[config.mk]
export PLATFORM = sky130hd
export DESIGN_NAME = bin_to_bcd7seg_display
export DESIGN_NICKNAME = d
export VERILOG_FILES = /design/src/rtl/bin_to_bcd7seg_display.sv
export SDC_FILE = /design/constraint.sdc
export NUM_CORES = 1
export LEC_CHECK = 0
export ABC_CLOCK_PERIOD_IN_PS = 2300
export CAP_MARGIN = 30
export CORE_MARGIN = 3
export CORE_UTILIZATION = 45
export CTS_BUF_LIST = sky130_fd_sc_hd__clkbuf_4 sky130_fd_sc_hd__clkbuf_8 sky130_fd_sc_hd__clkbuf_16
export CTS_CLUSTER_SIZE = 12
export DETAILED_ROUTE_END_ITERATION = 7
export HOLD_SLACK_MARGIN = 0.1
export PLACE_DENSITY_LB_ADDON = 0.25
export SETUP_SLACK_MARGIN = 0.3
export SLEW_MARGIN = 5
export SYNTH_ARGS = -nofsm -noshare
export SYNTH_HDL_FRONTEND = slang
export SYNTH_SLANG_ARGS = --single-unit
[constraint.sdc]
create_clock -name Clock -period 2.3 [get_ports Clock]
set_input_delay 0.345 -clock Clock [delete_from_list [all_inputs] [get_ports Clock]]
set_output_delay 0.345 -clock Clock [all_outputs]
set_load 0.005 [all_outputs]
[src/rtl/bin_to_bcd7seg_display.sv]
// Binary to DIGITS-digit decimal converter (sequential double-dabble, one shift per clock)
// driving active-low 7-segment displays with optional leading-zero blanking and overflow dashes.
module bin_to_bcd7seg_display #(
   parameter int WIDTH    = 8,
   parameter int DIGITS   = 3,
   parameter int BLANK_LZ = 1
) (
   input  logic                  Clock,
   input  logic                  Resetn,
   input  logic                  Load,
   input  logic [WIDTH-1:0]      Bin,
   output logic [7*DIGITS-1:0]   HEX,
   output logic                  Busy,
   output logic                  Done,
   output logic                  Overflow
);

   localparam int              BCD_W     = 4 * DIGITS;
   localparam int              CNT_W     = $clog2(WIDTH + 1);
   localparam logic [31:0]     MAX_VAL   = 32'(10**DIGITS - 1);
   localparam logic [CNT_W-1:0] LAST_CNT = CNT_W'(WIDTH);
   localparam logic [6:0]      SEG_BLANK = 7'b1111111;
   localparam logic [6:0]      SEG_DASH  = 7'b1111110;

   typedef enum logic [1:0] {
      IDLE  = 2'd0,
      SHIFT = 2'd1,
      DONE  = 2'd2
   } state_t;

   state_t               state_r, state_nx_s;
   logic [WIDTH-1:0]     bin_r, bin_nx_s;
   logic [BCD_W-1:0]     bcd_r, bcd_nx_s, bcd_adj_s;
   logic [CNT_W-1:0]     cnt_r, cnt_nx_s;
   logic                 ovf_pend_r, ovf_nx_s;
   logic                 update_s;
   logic [7*DIGITS-1:0]  hex_s, hex_r;
   logic                 busy_r, done_r, overflow_r;
   logic                 lz_s;
   logic [3:0]           nib_s;

   function automatic logic [6:0] seg7(input logic [3:0] d);
      case (d)
         4'd0:    seg7 = 7'b0000001;
         4'd1:    seg7 = 7'b1001111;
         4'd2:    seg7 = 7'b0010010;
         4'd3:    seg7 = 7'b0000110;
         4'd4:    seg7 = 7'b1001100;
         4'd5:    seg7 = 7'b0100100;
         4'd6:    seg7 = 7'b0100000;
         4'd7:    seg7 = 7'b0001111;
         4'd8:    seg7 = 7'b0000000;
         4'd9:    seg7 = 7'b0000100;
         default: seg7 = SEG_BLANK;
      endcase
   endfunction

   // Double-dabble correction: every nibble >= 5 gets +3 before the shift.
   function automatic logic [BCD_W-1:0] add3(input logic [BCD_W-1:0] b);
      logic [BCD_W-1:0] r;
      r = b;
      for (int i = 0; i < DIGITS; i++) begin
         if (b[4*i +: 4] >= 4'd5) r[4*i +: 4] = b[4*i +: 4] + 4'd3;
         else                      r[4*i +: 4] = b[4*i +: 4];
      end
      return r;
   endfunction

   // Next-state and datapath for the IDLE/SHIFT/DONE sequencer.
   always_comb begin
      state_nx_s = state_r;
      bin_nx_s   = bin_r;
      bcd_nx_s   = bcd_r;
      cnt_nx_s   = cnt_r;
      ovf_nx_s   = ovf_pend_r;
      update_s   = 1'b0;
      bcd_adj_s  = add3(bcd_r);
      case (state_r)
         IDLE, DONE: begin
            if (Load) begin
               state_nx_s = SHIFT;
               bin_nx_s   = Bin;
               bcd_nx_s   = '0;
               cnt_nx_s   = '0;
               ovf_nx_s   = (32'(Bin) > MAX_VAL);
            end else begin
               state_nx_s = IDLE;
            end
         end
         SHIFT: begin
            if (cnt_r == LAST_CNT) begin
               state_nx_s = DONE;
               update_s   = 1'b1;
            end else begin
               {bcd_nx_s, bin_nx_s} = {bcd_adj_s[BCD_W-2:0], bin_r, 1'b0};
               cnt_nx_s             = cnt_r + CNT_W'(1);
            end
         end
         default: begin
            state_nx_s = IDLE;
         end
      endcase
   end

   // Segment encoding of the finished BCD value, scanning from the top digit for blanking.
   always_comb begin
      hex_s = '1;
      lz_s  = 1'b1;
      nib_s = 4'd0;
      for (int i = DIGITS - 1; i >= 0; i--) begin
         nib_s = bcd_r[4*i +: 4];
         lz_s  = lz_s & (nib_s == 4'd0);
         if (ovf_pend_r)                             hex_s[7*i +: 7] = SEG_DASH;
         else if ((BLANK_LZ != 0) && (i > 0) && lz_s) hex_s[7*i +: 7] = SEG_BLANK;
         else                                        hex_s[7*i +: 7] = seg7(nib_s);
      end
   end

   // State, datapath and registered outputs.
   always_ff @(posedge Clock or negedge Resetn) begin
      if (!Resetn) begin
         state_r    <= IDLE;
         bin_r      <= '0;
         bcd_r      <= '0;
         cnt_r      <= '0;
         ovf_pend_r <= 1'b0;
         hex_r      <= '1;
         busy_r     <= 1'b0;
         done_r     <= 1'b0;
         overflow_r <= 1'b0;
      end else begin
         state_r    <= state_nx_s;
         bin_r      <= bin_nx_s;
         bcd_r      <= bcd_nx_s;
         cnt_r      <= cnt_nx_s;
         ovf_pend_r <= ovf_nx_s;
         busy_r     <= (state_nx_s == SHIFT);
         done_r     <= (state_nx_s == DONE);
         if (update_s) begin
            hex_r      <= hex_s;
            overflow_r <= ovf_pend_r;
         end
      end
   end

   assign HEX      = hex_r;
   assign Busy     = busy_r;
   assign Done     = done_r;
   assign Overflow = overflow_r;

endmodule

==> impl_metrics.csv <==
group,metric,value,unit
status,outcome,"finished clean",
floorplan,die_h,84.0,um
worst_setup_path,cp.required,2.52,ns
global_routing,grt_pass1_wl,9250,um
synth,syn_area,2740,um2
worst_setup_path,crit_path_max_incr_delay,0.43,ns
finish,final_cell_mix,"nand2_1 (45), clkdlybuf4s50_1 (32), o21ai_0 (30), dfrtp_1 (28), dfstp_2 (21)",
synth,synth_ff_type,"dfrtp_1",
synth,yosys_warnings,0,
global_routing,global_route.peak_usage_layer,"met2",
routing,drcViolationCount,0,
global_routing,antenna_found_initial,0,
synth,synth_nets,322,
routing,dr.pass1.iters,5,
floorplan,die_x,84.0,um
place,dpl.hpwl,3810,um
global_routing,grt_pass1_vias,1956,
finish,final_common_cell,"nand2_1",
floorplan,start_util,0.480,
finish,area_delta_synth_final,17.7,%
synth,synth.distinct_cells,44,
global_routing,grt_overflow_total,0,
sta,max_clock_freq,0.550,GHz
sta,hold_viol_final,0,
finish,nets,351,
synth,async_reset_ff_frac,1.00,
sta,slew_violations,0,
power_and_ir_drop,leakagePower,1.42,nW
hold_path,hold_class,"flip-flop to flip-flop",
cts,clkSlewWorstSetupHoldPaths,0.09,ns
worst_setup_path,worstSetupEndpointType,"flip-flop",
worst_setup_path,path_max_fanout,6,
global_routing,use_met1,0.215,
job,maxCapViolations,0,
power_and_ir_drop,irDropWorstVdd,0.593,mV
routing,num_vias,2097,
sta,fin_crit_sh,0.791,
routing,detail-route-antenna-nets,0,
cts,clock-sinks,49,
synth,yosysSeqAreaShare,0.457,
worst_setup_path,path_class,"flip-flop to flip-flop",
synth,avgSynthCellArea,9.41,um2
finish,diodes,0,
synth,yosysTopAreaCellShare,0.256,
global_routing,track_usage,0.157,
finish,drive_gt1_frac,0.134,
sta,fin_crit,1.82,ns
cts,cts_buffer_depth,2,
routing,drt-initial-drc-count,160,
sta,finalSetupViolations,0,
floorplan,pin_count,35,
sta,clock_skew,0.00574,ns
place,gp_congestion,0.862,
floorplan,die-area,7060,um2
sta,relSlewSlack,0.646,
cts,cts_tree,"built",
routing,wirelength,5270,um
cts,clock_latency,0.30,ns
finish,final_cells,393,
routing,avgViaCountPerCell,5.34,
synth,synth_edf_count,0,
worst_setup_path,cp.arrival,2.04,ns
cts,root_buffer,"clkbuf_8",
global_routing,grt_util_met3,0.0375,
place,place_area,3090,um2
cts,cts_setup_buffers,0,
finish,stdcell_area,3220,um2
synth,synth_area_leader_cell,"dfrtp_1",
worst_setup_path,worstSetupStartpointType,"flip-flop",
global_routing,use_met2,0.252,
synth,ys_top_cells_by_area,"dfrtp_1 (26%), dfstp_2 (20%), ha_1 (9.1%), nand2_1 (6.2%), o21ai_0 (5.5%)",
cts,cts_max_level,2,
place,portBuffers,33,
worst_setup_path,worst_path_max_delay_cell,"dfrtp_1",
worst_setup_path,cp_cell_sequence,"inv_1 > ha_1 > nand2_1 > o41ai_4 > a21oi_1 > o21ai_0",
sta,rsz0062_at_grt,"false",
floorplan,core.rowCount,27,
cts,cts_buffers,5,
floorplan,coreArea,5710,um2
synth,synth_cells,291,
synth,ys_ff_latch,49,
finish,fin_util,0.564,
power_and_ir_drop,power_density,1510,nW/um2
routing,wire_per_inst,13.4,um
place,placed_cells,384,
sta,fin_tns_setup,0,ns
sta,worst_pin_slew,0.531,ns
global_routing,grt_max_degree,33,
[where the power goes]
part	switching (W)	internal, W	total [W]
clock	0.000281	0.000367	0.000648
sequential	0.000380	0.00139	0.00177
combinational	0.00127	0.00119	0.00247
total	0.00193	0.00295	0.00488
[path summary, 6_finish.rpt]
path,from,end,slack [ns],cells after the start
hold / removal,HEX[19],HEX[19],0.45,2
max in group asynchronous,Resetn,HEX[9],1.17,3
hold reg to reg,HEX[19],HEX[19],0.45,2
min in group asynchronous,Resetn,bcd_r[3],0.54,2
setup / recovery,bcd_r[9],HEX[12],0.48,6
setup reg to reg,bcd_r[9],HEX[12],0.48,6
[worst max-delay path: cells and delay by family, from the launching register on]
| family | cells | cell delay, ns |
|---|---|---|
| AO/OA/AOI/OAI | 3 | 0.73 |
| adder cells (fa/ha/maj) | 1 | 0.27 |
| buffers and inverters | 1 | 0.18 |
| flip-flops | 1 | 0.43 |
| AND/OR/NAND/NOR | 1 | 0.13 |
[cell usage after synthesis (all sizes together), types with 2 or more instances]
master / count
o21a: 3
nand2: 47
mux2i: 6
or2: 2
nand2b: 8
a31oi: 11
or3: 2
dfrtp: 28
o22ai: 8
clkbuf: 2
o31ai: 5
o21ai: 32
a22o: 3
xnor2: 5
a21oi: 19
inv: 20
buf: 13
and3: 2
ha: 20
dfstp: 21
nor2b: 2
nor2: 19
[state kept, by name, summed over array words and instances, names as in the netlist]
register,cells
Done,1
state_r,2
bcd_r,12
HEX,21
Busy,1
cnt_r,4
bin_r,8
[timing repair]
action / 4_1_cts / 5_1_grt
hold endpoints to repair: 17 / 0
hold buffers: 1 / 0
gates resized for setup: 0 / 0
[area by class of cell]
type / count / area, um2
tap: 72 / 90.1
timing repair buffer: 37 / 370
multi-input combinational: 207 / 1310
clock inverter: 1 / 30.0
inverter: 20 / 75.1
clock buffer: 7 / 90.1
sequential: 49 / 1250
fill: 514 / 2490
[cells by family (layout without fill, tap and decap cells)]
group / count (synthesis) / after routing / share of synthesized area
AND/OR/NAND/NOR: 88 / 88 / 0.147
AO/OA/AOI/OAI: 86 / 86 / 0.198
flip-flops: 49 / 49 / 0.457
buffers and inverters: 35 / 65 / 0.0626
adder cells (fa/ha/maj): 20 / 20 / 0.0914
multiplexers: 7 / 7 / 0.0261
XOR/XNOR: 5 / 5 / 0.0160
other: 1 / 1 / 0.00137
[routing by layer]
layer	share of wire	routed length, um	up-vias
li1	-	-	1057
met1	0.49	2570	990
met2	0.46	2420	44
met3	0.045	235	6
met4	0.010	53	0
met5	0	0	-
[per-stage QoR]
stage / power, W / setup WS (ns) / hold slack (ns)
floorplan: 0.00351 / 0.775 / 0.0494
global placement: 0.00420 / 0.450 / 0.348
detailed placement: 0.00425 / 0.416 / 0.347
CTS: 0.00492 / 0.489 / 0.458
global route: 0.00535 / 0.301 / 0.474
finish: 0.00488 / 0.480 / 0.453
No activity file was read; power rests on OpenSTA's default activity.
